==> config.mk <==
export PLATFORM = sky130hd
export DESIGN_NAME = mem_stream_reader
export DESIGN_NICKNAME = d
export VERILOG_FILES = /design/src/rtl/mem_stream_reader.sv
export SDC_FILE = /design/constraint.sdc
export NUM_CORES = 1
export LEC_CHECK = 0
export ABC_AREA = 1
export BUFFER_PORTS_ARGS = -buffer_cell sky130_fd_sc_hd__buf_4
export CORE_ASPECT_RATIO = 2
export CORE_MARGIN = 3
export CORE_UTILIZATION = 45
export DETAILED_ROUTE_END_ITERATION = 10
export GPL_TIMING_DRIVEN = 0
export PLACE_DENSITY_LB_ADDON = 0.25
export SETUP_SLACK_MARGIN = 0.3
export SYNTH_ARGS = -nofsm -noshare
export SYNTH_HDL_FRONTEND = slang
export SYNTH_SLANG_ARGS = --single-unit
==> constraint.sdc <==
create_clock -name clock -period 4.45 [get_ports clock]
set_input_delay 0.445 -clock clock [delete_from_list [all_inputs] [get_ports clock]]
set_output_delay 0.445 -clock clock [all_outputs]
set_load 0.1 [all_outputs]
==> src/rtl/mem_stream_reader.sv <==
// rtl/mem_stream_reader.sv - block RAM read sequencer presenting a valid/ready word stream (optional macro: MEM_STREAM_READER_REVERSE_EN)
module mem_stream_reader #(
  parameter int WIDTH      = 8,
  parameter int ADDR_WIDTH = 6
) (
  input  logic                  clock,
  input  logic                  rst,
  input  logic                  start,
  input  logic [ADDR_WIDTH-1:0] base_addr,
  input  logic [ADDR_WIDTH:0]   length,
`ifdef MEM_STREAM_READER_REVERSE_EN
  input  logic                  reverse,
`endif
  output logic                  busy,
  output logic                  done,
  output logic [ADDR_WIDTH-1:0] mem_address,
  output logic                  mem_wr_en,
  output logic [WIDTH-1:0]      mem_data,
  input  logic [WIDTH-1:0]      mem_q,
  output logic [WIDTH-1:0]      out_data,
  output logic                  out_valid,
  input  logic                  out_ready,
  output logic                  out_last
);

  typedef enum logic [1:0] {
    IDLE   = 2'd0,
    READ   = 2'd1,
    DRAIN  = 2'd2,
    FINISH = 2'd3
  } state_t;

  localparam logic [ADDR_WIDTH-1:0] ADDR_ONE = {{(ADDR_WIDTH-1){1'b0}}, 1'b1};
  localparam logic [ADDR_WIDTH:0]   REM_ONE  = {{ADDR_WIDTH{1'b0}}, 1'b1};
  localparam logic [ADDR_WIDTH:0]   REM_ZERO = '0;

  state_t state_q;
  state_t state_next;

  logic [ADDR_WIDTH-1:0] addr_q;
  logic [ADDR_WIDTH:0]   remaining_q;
  logic                  descending_q;
  logic                  start_descending;
  logic [ADDR_WIDTH-1:0] start_addr;

  logic                  inflight_q;
  logic                  inflight_last_q;

  logic [WIDTH-1:0]      fifo_data_q [2];
  logic                  fifo_last_q [2];
  logic                  rd_ptr_q;
  logic                  wr_ptr_q;
  logic [1:0]            count_q;

  logic                  push;
  logic                  pop;
  logic [1:0]            occ;
  logic [1:0]            occ_after_pop;
  logic                  issue;
  logic                  final_issue;
  logic                  accept_start;

  // The write side of the RAM port is never used by this reader.
  assign mem_wr_en = 1'b0;
  assign mem_data  = '0;

  // Transfer direction and first address, fixed at the moment start is taken.
`ifdef MEM_STREAM_READER_REVERSE_EN
  always_comb begin
    start_descending = reverse;
    start_addr       = base_addr;
    if (reverse) begin
      start_addr = base_addr + length[ADDR_WIDTH-1:0] - ADDR_ONE;
    end
  end
`else
  always_comb begin
    start_descending = 1'b0;
    start_addr       = base_addr;
  end
`endif

  // Stream side comes straight from the FIFO head; last is masked when empty.
  always_comb begin
    out_valid = (count_q != 2'd0);
    out_data  = fifo_data_q[rd_ptr_q];
    out_last  = out_valid & fifo_last_q[rd_ptr_q];
  end

  // Flow control: a read is only issued if its word is guaranteed a FIFO slot.
  always_comb begin
    pop           = out_valid & out_ready;
    push          = inflight_q;
    occ           = count_q + {1'b0, inflight_q};
    occ_after_pop = occ - {1'b0, pop};
    issue         = (state_q == READ) && (remaining_q != REM_ZERO) && (occ_after_pop < 2'd2);
    final_issue   = issue && (remaining_q == REM_ONE);
    accept_start  = (state_q == IDLE) && start;
  end

  // Next-state decode plus the status outputs derived from state.
  always_comb begin
    state_next = state_q;
    busy       = (state_q != IDLE);
    done       = (state_q == FINISH);
    case (state_q)
      IDLE: begin
        if (start) begin
          state_next = (length == REM_ZERO) ? FINISH : READ;
        end
      end
      READ: begin
        if (final_issue) begin
          state_next = DRAIN;
        end
      end
      DRAIN: begin
        if (pop && out_last) begin
          state_next = FINISH;
        end
      end
      FINISH: begin
        state_next = IDLE;
      end
      default: begin
        state_next = IDLE;
      end
    endcase
  end

  // State register.
  always_ff @(posedge clock) begin
    if (rst) begin
      state_q <= IDLE;
    end else begin
      state_q <= state_next;
    end
  end

  // Address and word counters; the address holds after the final read so the
  // RAM port stays quiet on the last issued location.
  always_ff @(posedge clock) begin
    if (rst) begin
      addr_q       <= '0;
      remaining_q  <= '0;
      descending_q <= 1'b0;
    end else if (accept_start) begin
      remaining_q  <= length;
      descending_q <= start_descending;
      if (length != REM_ZERO) begin
        addr_q <= start_addr;
      end
    end else if (issue) begin
      remaining_q <= remaining_q - REM_ONE;
      if (!final_issue) begin
        addr_q <= descending_q ? (addr_q - ADDR_ONE) : (addr_q + ADDR_ONE);
      end
    end
  end

  assign mem_address = addr_q;

  // Tracks the one read whose data is still inside the RAM pipeline.
  always_ff @(posedge clock) begin
    if (rst) begin
      inflight_q      <= 1'b0;
      inflight_last_q <= 1'b0;
    end else begin
      inflight_q      <= issue;
      inflight_last_q <= final_issue;
    end
  end

  // Two-entry output FIFO; data arrays are cleared so out_data resets to 0.
  always_ff @(posedge clock) begin
    if (rst) begin
      fifo_data_q[0] <= '0;
      fifo_data_q[1] <= '0;
      fifo_last_q[0] <= 1'b0;
      fifo_last_q[1] <= 1'b0;
      rd_ptr_q       <= 1'b0;
      wr_ptr_q       <= 1'b0;
      count_q        <= 2'd0;
    end else begin
      if (push) begin
        fifo_data_q[wr_ptr_q] <= mem_q;
        fifo_last_q[wr_ptr_q] <= inflight_last_q;
        wr_ptr_q              <= ~wr_ptr_q;
      end
      if (pop) begin
        rd_ptr_q <= ~rd_ptr_q;
      end
      case ({push, pop})
        2'b10:   count_q <= count_q + 2'd1;
        2'b01:   count_q <= count_q - 2'd1;
        default: count_q <= count_q;
      endcase
    end
  end

endmodule

==> flow_metrics.py <==
metrics = {
    "status": {
        "outcome": "completed",
    },
    "clocking": {
        "clock_tree.root_cell": "clkbuf_8",
        "holdBufCountCts": 0,
        "cts_tree": "built",
        "clkSinkCount": 40,
        "cts.htree.levels": 2,
        "cts_buffer_depth": 2,
        "clk_pin_slew_worst_paths_ps": 80,
        "post_cts_resize_count": 0,
        "cts-buffers-inserted": 5,
        "clk-insertion-delay-late_ps": 280,
        "cts_setup_buffers": 0,
    },
    "setup_path": {
        "r2r_setup_slack_ps": 2740,
        "worst_r2r_path_depth": 9,
        "timing.critical_path.arrival_ps": 1450,
        "worst-setup-path-type": "register to output pin",
        "critPathMaxFanout": 10,
        "critical_path.endpoint_type": "output pin",
        "required_ps": 4010,
        "regToRegStartpoint": "state_q[0]",
        "crit_path_start_kind": "register",
        "worst_r2r_endpoint": "mem_address[0]",
    },
    "global_routing": {
        "number_of_global_route_vias_before_repair": 1911,
        "routing_layer_with_the_top_usage_in_global_route": "met2",
        "wire_length_of_the_first_global_routing_pass_um": 7800,
        "gr-usage-all-layers_pct": 16.1,
        "maximum_number_of_pins_on_one_net_before_global_route_repair": 13,
        "antenna_violations_before_repair": 0,
        "overflow": 0,
        "globalRouteMet1Util_pct": 14.8,
        "grt_util_met3_pct": 2.53,
        "use_met2_pct": 32.8,
    },
    "synth": {
        "synth_warnings": 0,
        "sequential_to_total_area_share_from_yosys_stat_pct": 42.9,
        "synthesis.area_um2": 2290,
        "number_of_instances_in_the_synthesized_netlist": 297,
        "synth_cell_types": 34,
        "yosys.area.top_type_share_pct": 23.6,
        "synth.area.top_cells": "edfxtp_1 (24%), dfxtp_1 (19%), nand2_1 (13%), nor2_1 (6.9%), inv_1 (5.1%)",
        "average_instance_area_after_synthesis_um2": 7.70,
        "synth_top_area_cell": "edfxtp_1",
        "synth_seq_cells": 40,
    },
    "placement": {
        "dpl.cell_count": 403,
        "replace_congestion": 0.789,
        "post_detailed_placement_half_perimeter_wirelength_um": 3570,
        "port_buffers": 41,
    },
    "sta": {
        "setup_viol_count_final": 0,
        "final_min_period_over_clock_period_pct": 42.5,
        "final-hold-violation-count": 0,
        "grt_setup_unrepaired": "no",
        "worst_clock_skew_ps": 4.83,
        "final_setup_tns_ps": 0,
        "fmax_mhz": 528,
        "timing.final.crit_period_ps": 1890,
        "maxSlewViolCount": 0,
        "holdWs_ps": 460,
    },
    "drt": {
        "via_count": 1948,
        "drcViolationCount": 0,
        "ant_nets": 0,
        "drt-pass1-iter-count": 4,
        "postRouteWirelength_um": 4400,
        "detail_route.wl_per_cell_um": 10.7,
        "via_per_inst": 4.74,
        "initialDrtViolationCount": 51,
    },
    "die": {
        "die_x_um": 56.4,
        "io_pins": 52,
        "die_height_um": 107,
        "num_rows": 36,
        "core_region_area_um2": 4910,
        "start_util_pct": 46.6,
        "die_area_um2": 6030,
    },
    "worst_hold_path": {
        "min_delay_src": "length[3]",
        "timing.hold.worst_path_depth": 3,
        "hold_class": "input pin to register",
        "worstHoldEndpoint": "remaining_q[3]",
    },
    "finish": {
        "most-common-layout-cells": "nand2_1 (79), buf_4 (51), nor2_1 (42)",
        "layout.nets": 386,
        "drive_above_1_share_pct": 24.9,
        "final_common_cell": "nand2_1",
        "insertedDiodeCount": 0,
        "final_cells": 411,
        "areaGrowthSynthToFinish_pct": 22.6,
    },
    "flow_run": {
        "maxCapViolCount": 0,
    },
    "power": {
        "max-vdd-ir-drop_v": 0.000401,
        "power_density_nw_per_um2": 618,
        "total_leakage_power_nw": 1.36,
    },
}
[layer usage]
layer / wire, um / up-vias / share of wire, %
li1: - / 1035 / -
met1: 1570 / 854 / 36
met2: 2560 / 50 / 58
met3: 170 / 9 / 3.9
met4: 101 / 0 / 2.3
met5: 0 / - / 0
[synth_stat cells]
| master | instances |
|---|---|
| mux2i_1 | 2 |
| o21ai_0 | 19 |
| ha_1 | 8 |
| xor2_1 | 1 |
| nor2_1 | 42 |
| nand3b_1 | 1 |
| o21ai_4 | 1 |
| dfxtp_1 | 22 |
| inv_1 | 31 |
| nand2_2 | 2 |
| or2_2 | 3 |
| clkbuf_1 | 1 |
| nand3_4 | 1 |
| buf_6 | 1 |
| o211ai_1 | 1 |
| nand4_1 | 2 |
| nand2_4 | 1 |
| nor4_1 | 1 |
| o21bai_1 | 1 |
| buf_2 | 3 |
| nand3_1 | 13 |
| clkinv_4 | 1 |
| edfxtp_1 | 18 |
| nand2_8 | 2 |
| buf_4 | 10 |
| inv_2 | 4 |
| o31ai_1 | 2 |
| a21oi_1 | 11 |
| nor2_2 | 6 |
| conb_1 | 1 |
| inv_4 | 1 |
| nand2_1 | 79 |
| a21oi_2 | 4 |
| o21a_1 | 1 |
[per-stage QoR]
step	cell area (um2)	setup WS, ps	power, W	util (%)
floorplan	2320	2440	0.00128	-
global placement	2700	2360	0.00145	54.9
detailed placement	2700	2350	0.00146	54.9
CTS	2800	2540	0.00175	57.1
global route	2800	2460	0.00186	57.1
finish	2800	2560	0.00173	57.1
[final cells by class]
type | count | area [um2]
plain buffers | 15 | 105
clock buffers | 6 | 72.6
clock inverters | 2 | 35.0
fillers | 482 | 2110
inverters | 37 | 146
multi-input cells | 213 | 1080
flip-flops and latches | 40 | 981
well taps | 57 | 71.3
repair buffers | 41 | 308
[state kept, by name, indices dropped and copies added, names as in the netlist, named ones only]
register	cells
state_q	2
fifo_last_q	2
fifo_data_q	16
count_q	2
remaining_q	7
mem_address	6
wr_ptr_q	1
rd_ptr_q	1
inflight_q	1
inflight_last_q	1
[power breakdown]
group          switching [W]  internal, W
sequential         0.0000624     0.000457
combinational       0.000661     0.000265
clock               0.000121     0.000166
[worst max-delay path by stage]
stage	start	cells past startpoint	slack [ps]	to
after global placement	rst	5	2360	fifo_last_q[0]
after detailed placement	rst	5	2350	fifo_data_q[0][5]
after CTS	register	6	2540	out_last
after floorplan	mem_address[0]	7	2440	mem_address[4]
after global routing	register	6	2460	out_last
final	register	6	2560	out_last
[critical path: stages (launching register included)]
cell and delay, ps:
dfxtp_1 330, buf_6 140, inv_4 70, o21ai_0 190
nand2_1 90, inv_2 70, buf_4 280
[kinds of logic (layout without fill, tap and decap cells)]
| group | after synthesis | in the layout | share of synthesized area (%) |
|---|---|---|---|
| other | 1 | 9 | 0.164 |
| muxes | 2 | 2 | 0.875 |
| and+or+nand+nor | 153 | 153 | 29.9 |
| AOI/OAI and AO/OA | 40 | 40 | 10.4 |
| adders and majority gates | 8 | 8 | 4.38 |
| DFF | 40 | 40 | 42.9 |
| xor gates and xnor gates | 1 | 1 | 0.383 |
| buffers and inverters | 52 | 101 | 11.0 |
(Power assumes the default switching activity.)
